[src/rtl/fp_mul_round_stage_pkg.sv]
//------------------------------------------------------------------------------
// Module   : fp_mul_round_stage_pkg
// Brief    : Shared FPU constants and operand-class helper for the multiplier.
// Revision : 1.0
//------------------------------------------------------------------------------
`default_nettype none

package fp_mul_round_stage_pkg;

    localparam int FP_D_WIDTH = 32;
    localparam int FP_E_WIDTH = 8;
    localparam int FP_M_WIDTH = 23;
    localparam int FP_P_WIDTH = 48;

    localparam int          BIAS    = 127;
    localparam int          EXP_MAX = 255;
    localparam logic [31:0] QNAN    = 32'h7FC0_0000;

    typedef enum logic [1:0] {
        CLS_NORM = 2'd0,
        CLS_ZERO = 2'd1,
        CLS_INF  = 2'd2,
        CLS_NAN  = 2'd3
    } fp_class_e;

    // NaN dominates infinity, which dominates zero.
    function automatic fp_class_e fp_classify(input logic nan, input logic inf, input logic zero);
        fp_class_e cls;
        cls = CLS_NORM;
        if (nan)       cls = CLS_NAN;
        else if (inf)  cls = CLS_INF;
        else if (zero) cls = CLS_ZERO;
        return cls;
    endfunction

endpackage

`default_nettype wire

[src/rtl/fp_mul_round_stage_round.sv]
//------------------------------------------------------------------------------
// Module   : fp_round_rne
// Brief    : Round-to-nearest-even of a normalized mantissa with carry into exp.
// Revision : 1.0
//------------------------------------------------------------------------------
`default_nettype none

module fp_round_rne
    import fp_mul_round_stage_pkg::*;
#(
    parameter int E_WIDTH = FP_E_WIDTH,
    parameter int M_WIDTH = FP_M_WIDTH
) (
    input  logic [M_WIDTH-1:0] mant_in,
    input  logic               guard,
    input  logic               sticky,
    input  logic [E_WIDTH+1:0] exp_in,
    output logic [M_WIDTH-1:0] mant_out,
    output logic [E_WIDTH+1:0] exp_out,
    output logic               inexact
);

    logic             w_round_up;
    logic [M_WIDTH:0] w_sum;

    assign w_round_up = guard & (sticky | mant_in[0]);
    // An all-ones mantissa wraps to zero and the carry bumps the exponent.
    assign w_sum      = {1'b0, mant_in} + {{M_WIDTH{1'b0}}, w_round_up};
    assign mant_out   = w_sum[M_WIDTH-1:0];
    assign exp_out    = exp_in + {{(E_WIDTH+1){1'b0}}, w_sum[M_WIDTH]};
    assign inexact    = guard | sticky;

endmodule

`default_nettype wire

[src/rtl/fp_mul_round_stage.sv]
//------------------------------------------------------------------------------
// Module   : fp_mul_round_stage
// Brief    : Two-stage FP multiply back end: S1 normalizes, S2 rounds and packs.
// Revision : 1.0
//------------------------------------------------------------------------------
`default_nettype none

module fp_mul_round_stage
    import fp_mul_round_stage_pkg::*;
#(
    parameter int D_WIDTH = FP_D_WIDTH,
    parameter int E_WIDTH = FP_E_WIDTH,
    parameter int M_WIDTH = FP_M_WIDTH,
    parameter int P_WIDTH = FP_P_WIDTH
) (
    input  logic               clk,
    input  logic               rst,
    input  logic               in_valid,
    output logic               in_ready,
    input  logic               in_sign,
    input  logic [E_WIDTH+1:0] in_exp,
    input  logic [P_WIDTH-1:0] in_prod,
    input  logic               in_nan,
    input  logic               in_inf,
    input  logic               in_zero,
    output logic               out_valid,
    input  logic               out_ready,
    output logic [D_WIDTH-1:0] out_result,
    output logic               out_overflow,
    output logic               out_underflow,
    output logic               out_inexact
);

    localparam int c_hi_msb  = P_WIDTH - 2;
    localparam int c_hi_grd  = P_WIDTH - 2 - M_WIDTH;
    localparam int c_lo_msb  = P_WIDTH - 3;
    localparam int c_lo_grd  = P_WIDTH - 3 - M_WIDTH;
    localparam int c_exp_max = (1 << E_WIDTH) - 1;

    localparam logic [E_WIDTH+1:0] c_exp_max_v = c_exp_max[E_WIDTH+1:0];
    localparam logic [E_WIDTH+1:0] c_exp_one   = {{(E_WIDTH+1){1'b0}}, 1'b1};
    localparam logic [D_WIDTH-1:0] c_qnan      = {1'b0, {E_WIDTH{1'b1}}, 1'b1, {(M_WIDTH-1){1'b0}}};

    // Handshake
    logic w_s2_adv;
    logic w_s1_adv;

    // S1 normalize (combinational inputs to the S1 register)
    logic [M_WIDTH-1:0] w_norm_mant;
    logic               w_norm_guard;
    logic               w_norm_sticky;
    logic [E_WIDTH+1:0] w_norm_exp;

    // S1 register
    logic               r_s1_valid;
    logic               r_s1_sign;
    logic [E_WIDTH+1:0] r_s1_exp;
    logic [M_WIDTH-1:0] r_s1_mant;
    logic               r_s1_guard;
    logic               r_s1_sticky;
    fp_class_e          r_s1_cls;

    // S2 round and pack
    logic [M_WIDTH-1:0] w_rnd_mant;
    logic [E_WIDTH+1:0] w_rnd_exp;
    logic               w_rnd_inexact;
    logic [D_WIDTH-1:0] w_pack_result;
    logic               w_pack_ovf;
    logic               w_pack_unf;
    logic               w_pack_inexact;

    assign w_s2_adv = out_ready | ~out_valid;
    assign w_s1_adv = ~r_s1_valid | w_s2_adv;
    assign in_ready = w_s1_adv & ~rst;

    always_comb begin
        w_norm_mant   = in_prod[c_lo_msb -: M_WIDTH];
        w_norm_guard  = in_prod[c_lo_grd];
        w_norm_sticky = |in_prod[c_lo_grd-1:0];
        w_norm_exp    = in_exp;
        if (in_prod[P_WIDTH-1]) begin
            w_norm_mant   = in_prod[c_hi_msb -: M_WIDTH];
            w_norm_guard  = in_prod[c_hi_grd];
            w_norm_sticky = |in_prod[c_hi_grd-1:0];
            w_norm_exp    = in_exp + c_exp_one;
        end
    end

    always_ff @(posedge clk) begin
        if (rst) begin
            r_s1_valid  <= 1'b0;
            r_s1_sign   <= 1'b0;
            r_s1_exp    <= '0;
            r_s1_mant   <= '0;
            r_s1_guard  <= 1'b0;
            r_s1_sticky <= 1'b0;
            r_s1_cls    <= CLS_NORM;
        end else if (w_s1_adv) begin
            r_s1_valid <= in_valid;
            if (in_valid) begin
                r_s1_sign   <= in_sign;
                r_s1_exp    <= w_norm_exp;
                r_s1_mant   <= w_norm_mant;
                r_s1_guard  <= w_norm_guard;
                r_s1_sticky <= w_norm_sticky;
                r_s1_cls    <= fp_classify(in_nan, in_inf, in_zero);
            end
        end
    end

    fp_round_rne #(
        .E_WIDTH (E_WIDTH),
        .M_WIDTH (M_WIDTH)
    ) u_round (
        .mant_in  (r_s1_mant),
        .guard    (r_s1_guard),
        .sticky   (r_s1_sticky),
        .exp_in   (r_s1_exp),
        .mant_out (w_rnd_mant),
        .exp_out  (w_rnd_exp),
        .inexact  (w_rnd_inexact)
    );

    // Exponent is two's complement, so range tests are signed.
    always_comb begin
        w_pack_result  = {r_s1_sign, w_rnd_exp[E_WIDTH-1:0], w_rnd_mant};
        w_pack_ovf     = 1'b0;
        w_pack_unf     = 1'b0;
        w_pack_inexact = w_rnd_inexact;
        if ($signed(w_rnd_exp) >= $signed(c_exp_max_v)) begin
            w_pack_result  = {r_s1_sign, {E_WIDTH{1'b1}}, {M_WIDTH{1'b0}}};
            w_pack_ovf     = 1'b1;
            w_pack_inexact = 1'b1;
        end else if ($signed(w_rnd_exp) <= 0) begin
            w_pack_result  = {r_s1_sign, {E_WIDTH{1'b0}}, {M_WIDTH{1'b0}}};
            w_pack_unf     = 1'b1;
            w_pack_inexact = 1'b1;
        end
        if (r_s1_cls != CLS_NORM) begin
            w_pack_ovf     = 1'b0;
            w_pack_unf     = 1'b0;
            w_pack_inexact = 1'b0;
            case (r_s1_cls)
                CLS_NAN:  w_pack_result = c_qnan;
                CLS_INF:  w_pack_result = {r_s1_sign, {E_WIDTH{1'b1}}, {M_WIDTH{1'b0}}};
                default:  w_pack_result = {r_s1_sign, {E_WIDTH{1'b0}}, {M_WIDTH{1'b0}}};
            endcase
        end
    end

    always_ff @(posedge clk) begin
        if (rst) begin
            out_valid     <= 1'b0;
            out_result    <= '0;
            out_overflow  <= 1'b0;
            out_underflow <= 1'b0;
            out_inexact   <= 1'b0;
        end else if (w_s2_adv) begin
            out_valid <= r_s1_valid;
            if (r_s1_valid) begin
                out_result    <= w_pack_result;
                out_overflow  <= w_pack_ovf;
                out_underflow <= w_pack_unf;
                out_inexact   <= w_pack_inexact;
            end
        end
    end

endmodule

`default_nettype wire

[config.mk]
export PLATFORM = sky130hd
export DESIGN_NAME = fp_mul_round_stage
export DESIGN_NICKNAME = d
export VERILOG_FILES = /design/src/rtl/fp_mul_round_stage_pkg.sv /design/src/rtl/fp_mul_round_stage_round.sv /design/src/rtl/fp_mul_round_stage.sv
export SDC_FILE = /design/constraint.sdc
export NUM_CORES = 1
export LEC_CHECK = 0
export BUFFER_PORTS_ARGS = -buffer_cell sky130_fd_sc_hd__buf_4
export CORE_UTILIZATION = 30
export CTS_CLUSTER_DIAMETER = 100
export DETAILED_ROUTE_END_ITERATION = 8
export PLACE_DENSITY_LB_ADDON = 0.1
export SLEW_MARGIN = 10
export SYNTH_ARGS = -nofsm -noshare
export SYNTH_HDL_FRONTEND = slang
export SYNTH_HIERARCHICAL = 1
export SYNTH_SLANG_ARGS = --single-unit
[constraint.sdc]
create_clock -name clk -period 5.1 [get_ports clk]
set_input_delay 0.51 -clock clk [delete_from_list [all_inputs] [get_ports clk]]
set_output_delay 0.51 -clock clk [all_outputs]
set_load 0.01 [all_outputs]
# Word-level counts from Yosys, hierarchy flattened
# Cells that the tools add are included.
# word_totals
reg_bits	75
output_inout_bits	37
wordCells	52
# op_classes
addsub	3
n_lt_le_gt_ge	2
n_eq_ne	2
n_mux	19
bitwise	9
reduce_logical	5
# ops
operator	count
$pmux W32 S2	1
$mux W31	2
$mux W32	1
$add A23 B1 Y24	1
$mux W23	1
$reduce_or A23 Y1	1
$reduce_or A22 Y1	1
$mux W1	11
$add A10 B1 Y10	1
$add A10 B1 Y10 const B	1
$ge A10 B9 Y1 const B	1
$le A10 B1 Y1 const B	1
$mux W10	1
$eq A2 B2 Y1 const B	2
$mux W2	2
$or A1 B1 Y1	4
$reduce_and A2 Y1	2
$not A1 Y1	3
$and A1 B1 Y1	2
$reduce_bool A2 Y1	1

# Depth between registers and ports, before layout
# Gate-level depths: netlist of run 1.
# depth
ltp_word	8
depth_mapped	15
ltp_nobuf	13

# By module
# The synthesis of run 1 kept the hierarchy.
# by_module_without_submodules
mod	n_inst	cells_per_inst	area_per_inst_um2
fp_mul_round_stage	1	337	3203.1
fp_round_rne	1	85	613.1

# Worst setup path before layout of run 1
# Ideal clock, no wire load.
# synth_timing
path_type	register to register
startpoint	register r_s1_mant[0]
endpoint	register out_result[10]
setup_ps	117
arrival_time_ps	2803
required_ps	4983
path_slack_ps	2180
stages_incl_launch_ff	15
period_less_slack_ps	2920
cell_sequence	dfxtp_1 o21a_1 ha_1 nand3_1 nor4_1 and4_1 ha_1 and3_1 nand3_1 xnor2_1 nor4_1 and3_1 nor4b_4 buf_6 a22o_2
# synth_via
elab_chain_cells	8
elab_cells_between_ends	9
classes_between	2 x add/sub; 2 x order compare; 3 x mux; 2 x bitwise
# synth_rtl
item	line_no	rtl
start, declared	fp_mul_round_stage.sv:58	logic [M_WIDTH-1:0] r_s1_mant;
start signal, assigned	fp_mul_round_stage.sv:103	r_s1_mant <= w_norm_mant;
$or A1 B1 Y1	fp_mul_round_stage_round.sv:26	assign w_round_up = guard & (sticky | mant_in[0]);
$and A1 B1 Y1	fp_mul_round_stage_round.sv:26	
$add A23 B1 Y24 (*)	fp_mul_round_stage_round.sv:28	assign w_sum = {1'b0, mant_in} + {{M_WIDTH{1'b0}}, w_round_up};
$add A10 B1 Y10 (*)	fp_mul_round_stage_round.sv:30	assign exp_out = exp_in + {{(E_WIDTH+1){1'b0}}, w_sum[M_WIDTH]};
named net w_rnd_exp[7]	fp_mul_round_stage.sv:65	logic [E_WIDTH+1:0] w_rnd_exp;
$le A10 B1 Y1	fp_mul_round_stage.sv:134	end else if ($signed(w_rnd_exp) <= 0) begin
$mux W31	fp_mul_round_stage.sv:134	
$mux W31 (*)	fp_mul_round_stage.sv:130	if ($signed(w_rnd_exp) >= $signed(c_exp_max_v)) begin
$mux W32 (*)	fp_mul_round_stage.sv:139	if (r_s1_cls != CLS_NORM) begin
end signal, assigned	fp_mul_round_stage.sv:161	out_result <= w_pack_result;
end, declared	fp_mul_round_stage.sv:28	output logic [D_WIDTH-1:0] out_result,
# The timed path passes the listed nets; every way through them passes the cells marked *.
# A chain may end at the register's enable or synchronous reset.

# Worst setup path after layout of run 1
# layout_timing
startpoint	register r_s1_sticky
endpoint	register out_result[0]
# layout_via
elab_chain_cells	8
elab_cells_between_ends	9
classes_between	2 x add/sub; 2 x order compare; 3 x mux; 2 x bitwise
# layout_rtl
item	line_no	rtl
start, declared	fp_mul_round_stage.sv:60	logic r_s1_sticky;
start signal, assigned	fp_mul_round_stage.sv:105	r_s1_sticky <= w_norm_sticky;
$or A1 B1 Y1 (*)	fp_mul_round_stage_round.sv:26	
$and A1 B1 Y1 (*)	fp_mul_round_stage_round.sv:26	
$add A23 B1 Y24 (*)	fp_mul_round_stage_round.sv:28	
$add A10 B1 Y10 (*)	fp_mul_round_stage_round.sv:30	
named net w_rnd_exp[8]	fp_mul_round_stage.sv:65	
$le A10 B1 Y1	fp_mul_round_stage.sv:134	
$mux W31	fp_mul_round_stage.sv:134	
$mux W31 (*)	fp_mul_round_stage.sv:130	
$mux W32 (*)	fp_mul_round_stage.sv:139	
# Marks and branches as above.

==> reports/qor.txt, run 1 <==
crit path DAT: 4.00 ns
Total Negative Setup Slacks: 0 ns
#FFs+latches synth: 75
complex-gate fraction of the synthesized area: 17.3%
H-Tree Level Count: 3
Reg clk slew, reported paths: 0.06 ns
Worst Path Required: 5.37 ns
top cell type's share of synthesized area: 39.3%
Synth-to-Final Area Change: 30.9%
R2R Setup Slk: 1.37 ns
drt total wl: 9.79 mm
Finished Layout Cells: 683
Worst path slowest cell: xnor2_1
Slew HR: 38.1%
post-DP HPWL: 7.28 mm
crit end category: flip-flop
critical path class: flip-flop to flip-flop
leading cell type in the layout, fill and taps excluded: buf_4
crit path time final: 3.73 ns
outcome: finished clean
Port-buffer cells: 102
WHS Path Cells: 3
total track usage: 15.4%
Tcrit/Tclk final: 73.1%
simple-gate share of the synthesized area: 21.8%
peak supply drop: 0.000143 V
Startpoint Class: flip-flop
vias in the first global route: 3172
Longest Clk Path Bufs: 2
top post-synthesis cells by area: dfxtp_1 (39%), a211oi_1 (7.9%), nor2_1 (6.9%)
num rows: 40
Final Hold Fails: 0
Leakage: 2.09 nW
Synth cell types: 46
Synth Warn #: 6
Cells after Synth: 422
global-route wire length before repair: 15.8 mm
CTS tree: built
Seq/Total Area, Yosys: 39.3%
PwrDens: 310 mW/mm^2
R2R depth: 14
unrepaired setup endpoints after global routing: false
drt wl/cell: 14.3 um
NumNets Final: 581
clock skew: 0.0105 ns
Setup violations, final: 0
width of the die: 115 um
share of cells above drive strength 1: 29.9%
Root Driver: clkbuf_16
CTS Buf Count: 9
Core Area: 0.0122 mm^2
Vias: 3317
RR Startpoint: r_s1_sticky
Hold Path Class: primary input to flip-flop
Final Max Tran Viols: 0
Post-CTS Resized: 0
post-layout util: 40.9%
DRC viols: 0
grt ovf: 0
Max Cap Viol: 0
FF-to-FF End: out_result[0]
Syn Nets: 493
Synth Area in Adders: 1.64%
# IOs: 103
DRT antenna net count: 0
Finished Cell Area: 0.00499 mm^2
Starting Density: 31.3%
critical path depth: 14
vias per cell: 4.86
Slew @ Worst Pin: 0.926 ns
largest net degree at the start of global routing: 55
clock sink total: 75
Antenna Cells: 0
Placement Cell Area: 0.00467 mm^2
dpl cells: 667
Die Footprint: 0.0132 mm^2
max incr delay on CP: 0.52 ns
Top delay family on crit path: simple AND/OR/NAND/NOR gates
WHS Endpoint: r_s1_valid
critical path peak fanout: 22
commonest non-fill, non-tap cells in the layout: buf_4 (105), dfxtp_1 (75), nor2_1 (70), a211oi_1 (40), mux2i_1 (26)
Power Total: 1.55 mW
First-pass DRT Iterations: 4
Initial DRC Count: 121
hold buffer count at cts: 0
Die Height: 115 um
total setup buffers inserted after CTS: 0
mapped cell area: 0.00382 mm^2
XOR/XNOR Fraction of Synth Area: 8.72%
Synth area leader: dfxtp_1
min-delay src: in_valid
crit-path cells: o21a_1 -> ha_1 -> nand3_1 -> nor4_1 -> and4_1 -> ha_1 -> ha_1 -> nand3_1 -> xnor2_1 -> nor2_1 -> and3_1 -> nor4b_4 -> buf_4 -> a22o_2
RePlAce Congestion: 0.848
CP bufs+invs: 1
syn_area_per_cell: 9.04 um^2
f_max: 268 MHz
initial antenna violation count: 0
largest family of logic cells by synthesized area: simple AND/OR/NAND/NOR gates
most used cell, CP: ha_1
post-synthesis mux area share: 6.82%
clk_lat worst skew: 0.33 ns
-- kinds of logic after synthesis --
logic type | count (synthesis)
XOR/XNOR | 38
flip-flops | 75
multiplexers | 26
AO/OA/AOI/OAI | 83
adder cells (fa/ha/maj) | 5
AND/OR/NAND/NOR | 163
buffers and inverters | 32
-- worst max path at each step --
stage,start,to,slack [ns]
floorplan,r_s1_mant[0],out_result[10],2.18
global route,r_s1_sticky,out_result[20],1.09
CTS,r_s1_sticky,out_result[0],1.41
detailed placement,r_s1_sticky,out_result[1],1.45
finish,r_s1_sticky,out_result[0],1.37
global placement,r_s1_mant[0],out_result[12],1.58
-- registers in the layout, indices dropped and copies added, names as in the netlist, 2 cells and up --
name / count
r_s1_exp: 10
out_result: 32
r_s1_mant: 23
r_s1_cls: 2
-- routing by layer --
layer	share of wire, %	track usage (%)	up-vias
met5	0	0	-
met3	4.5	3.43	10
met2	45	24.3	97
met1	49	20.8	1482
met4	1.3	5.54	0
li1	-	-	1728
-- Yosys cell counts, drive strengths merged --
master   count
a2111oi      1
a211oi      40
a21boi       1
a21oi        7
a221oi       1
a22o        22
a311oi       1
a31o         1
and2         1
and3         7
and4         3
buf         18
clkbuf      10
dfxtp       75
ha           5
inv          4
mux2i       26
nand2       17
nand2b       1
nand3       21
nand4       11
nor2        70
nor2b        1
nor3        14
nor4         9
nor4b        1
o211ai       1
o21a         1
o21ai        5
o21bai       1
o22a         1
or2          5
or3          1
or4          1
xnor2       25
xor2        13
-- worst min-delay path, delay by kind of cell --
kind                   cells  cell delay (ns)
buffers and inverters      1             0.08
AND/OR/NAND/NOR            1             0.07
AO/OA/AOI/OAI              1             0.03
-- stage by stage --
step	setup WS [ns]	hold slack (ns)
floorplan	2.18	0.447
global placement	1.58	0.447
detailed placement	1.45	0.449
CTS	1.41	0.393
global route	1.09	0.393
finish	1.37	0.404
-- cell type report --
class                           count  area (um^2)
Inverter                            4         15.0
Clock buffer                        9          225
Fill cell                        1253         7220
Timing Repair Buffer              105          788
Multi-Input combinational cell    315         2150
Sequential cell                    75         1500
Clock inverter                      7         98.8
Tap cell                          168          210
-- power breakdown --
| group | internal, mW | total [mW] | switching [mW] |
|---|---|---|---|
| clock | 0.432 | 0.688 | 0.256 |
| combinational | 0.104 | 0.208 | 0.104 |
| sequential | 0.620 | 0.655 | 0.0351 |
| total | 1.16 | 1.55 | 0.395 |
Power figures use the tool's default switching activity.
==> run 2: changes to the inputs <==
Clock period 5.1 ns to 3.38 ns, I/O delays scaled along.
==> run 2 against run 1 <==
Core utilization up 2.6 points. Die area unchanged. Clock skew down 0.0056 ns.
==> reports/qor.txt, run 2 (synthesis gave the netlist of run 1 again) <==
Worst path slowest cell: dfxtp_1 (was xnor2_1)
num rows: 40 (unchanged)
RePlAce Congestion: 0.824 (was 0.848)
post-DP HPWL: 7.56 mm (was 7.28 mm)
First-pass DRT Iterations: 4 (unchanged)
CTS Buf Count: 9 (unchanged)
post-layout util: 43.5% (was 40.9%)
f_max: 313 MHz (was 268 MHz)
Longest Clk Path Bufs: 2 (unchanged)
Finished Layout Cells: 719 (was 683)
Vias: 3496 (was 3317)
DRC viols: 0 (unchanged)
max incr delay on CP: 0.36 ns (was 0.52 ns)
Final Max Tran Viols: 0 (unchanged)
crit path DAT: 3.43 ns (was 4.00 ns)
NumNets Final: 617 (was 581)
global-route wire length before repair: 17.1 mm (was 15.8 mm)
clk_lat worst skew: 0.34 ns (was 0.33 ns)
hold buffer count at cts: 0 (unchanged)
Most Crowded Layer GR: met2 (unchanged)
drt wl/cell: 14.6 um (was 14.3 um)
Startpoint Class: flip-flop (unchanged)
clock skew: 0.00496 ns (was 0.0105 ns)
H-Tree Level Count: 3 (unchanged)
total track usage: 16.9% (was 15.4%)
Root Driver: clkbuf_16 (unchanged)
PwrDens: 438 mW/mm^2 (was 310 mW/mm^2)
largest register by flop count: out_result (unchanged)
dpl cells: 698 (was 667)
Leakage: 2.28 nW (was 2.09 nW)
largest net degree at the start of global routing: 55 (unchanged)
M1 GR Usage: 22.0% (was 20.8%)
initial antenna violation count: 0 (unchanged)
# IOs: 103 (unchanged)
flip-flop and latch area: 0.00150 mm^2 (unchanged)
Synth-to-Final Area Change: 39.2% (was 30.9%)
vias in the first global route: 3455 (was 3172)
Antenna Cells: 0 (unchanged)
grt ovf: 0 (unchanged)
crit end category: flip-flop (unchanged)
vias per cell: 4.86 (about the same)
Core Area: 0.0122 mm^2 (unchanged)
Reg clk slew, reported paths: 0.06 ns (about the same)
met2 Usage GRT: 27.3% (was 24.3%)
DRT antenna net count: 0 (unchanged)
critical path peak fanout: 7 (was 22)
Tcrit/Tclk final: 94.6% (was 73.1%)
drt total wl: 10.5 mm (was 9.79 mm)
Setup violations, final: 0 (unchanged)
width of the die: 115 um (unchanged)
Slew HR: 54.4% (was 38.1%)
outcome: finished clean (unchanged)
Final Hold Fails: 0 (unchanged)
Initial DRC Count: 141 (was 121)
largest registers: out_result: 32 flops, r_s1_mant: 23 flops, r_s1_exp: 10 flops (unchanged)
Multi-input gate area: 0.00223 mm^2 (was 0.00215 mm^2)
crit path time final: 3.20 ns (was 3.73 ns)
Worst Path Required: 3.61 ns (was 5.37 ns)
Port-buffer cells: 102 (unchanged)
Hold Path Class: primary input to flip-flop (unchanged)
M3 GR Usage: 3.69% (was 3.43%)
number of flip-flops in the largest register: 32 (unchanged)
most used cell, CP: buf_4 (was ha_1)
Slew @ Worst Pin: 0.684 ns (was 0.926 ns)
fillers: 1260 (was 1253)
peak supply drop: 0.000203 V (was 0.000143 V)
Max Cap Viol: 0 (unchanged)
clock sink total: 75 (unchanged)
leading cell type in the layout, fill and taps excluded: buf_4 (unchanged)
Die Footprint: 0.0132 mm^2 (unchanged)
share of cells above drive strength 1: 35.6% (was 29.9%)
Starting Density: 31.3% (unchanged)
commonest non-fill, non-tap cells in the layout: buf_4 (140), dfxtp_1 (75), nor2_1 (70), a211oi_1 (40), mux2i_1 (26) (was buf_4 (105), dfxtp_1 (75), nor2_1 (70), a211oi_1 (40), mux2i_1 (26))
critical path class: flip-flop to flip-flop (unchanged)
crit-path cells: o21a_1 -> ha_1 -> nand3_1 -> nor4_2 -> and4_1 -> ha_1 -> ha_2 -> buf_4 -> xor2_2 -> buf_4 -> nand4_1 -> o21bai_4 -> nor4b_4 -> buf_4 -> a22o_2 (was o21a_1 -> ha_1 -> nand3_1 -> nor4_1 -> and4_1 -> ha_1 -> ha_1 -> nand3_1 -> xnor2_1 -> nor2_1 -> and3_1 -> nor4b_4 -> buf_4 -> a22o_2)
Die Height: 115 um (unchanged)
CTS tree: built (unchanged)
Fin Hold WS: 0.233 ns (was 0.404 ns)
[run 2: final cells by class]
type	instances	area share (%)
Multi-Input combinational cell	316	42.0
Sequential cell	75	28.3
Tap cell	168	3.96
Timing Repair Buffer	140	19.8
Inverter	4	0.283
Clock buffer	12	4.83
Clock inverter	4	0.919
[run 2: final timing paths]
kind | from | end | slack, ns | cells after the start
worst max register to register | r_s1_mant[0] | out_result[8] | 0.18 | 15
worst min-delay path | in_valid | r_s1_valid | 0.23 | 3
worst max-delay path | r_s1_mant[0] | out_result[8] | 0.18 | 15
worst min register to register | out_result[31] | out_result[31] | 0.45 | 2
[run 2: power by group]
part	internal (mW)	switching (mW)
Sequential	0.935	0.0426
Combinational	0.190	0.179
Clock	0.611	0.366
[run 2: timing repair]
action,in CTS,in global routing
endpoints found under the setup margin,22,26
gates resized for setup,1,9
buffers inserted,4,0
cloned,1,0
pin swaps,2,2
hold endpoints to repair,0,0
[run 2: metrics by stage]
stage,total power [mW],setup TNS [ns],instance area (um^2),setup WS [ns]
after global routing,2.44,-0.0704,5310,-0.0143
after detailed placement,1.35,-8.67,4900,-0.402
after global placement,1.35,-5.00,4900,-0.229
final,2.32,0,5310,0.183
after CTS,2.35,0,5260,0.0295
after floorplan,1.19,0,3820,0.460
[run 2: metal layers]
metal  part of all wire [%]  up-vias
li1                       -     1793
met1                     47     1586
met2                     46      100
met3                    4.6       17
met4                    2.0        0
met5                      0        -
[run 2: worst max-delay path: cells and delay by family, from the launching register on]
kind                       cells  cell delay [ns]
xor gates and xnor gates       1             0.19
buffers and inverters          3             0.47
and+or+nand+nor                5             0.80
adders and majority gates      3             0.57
DFF                            1             0.36
AOI/OAI and AO/OA              3             0.68
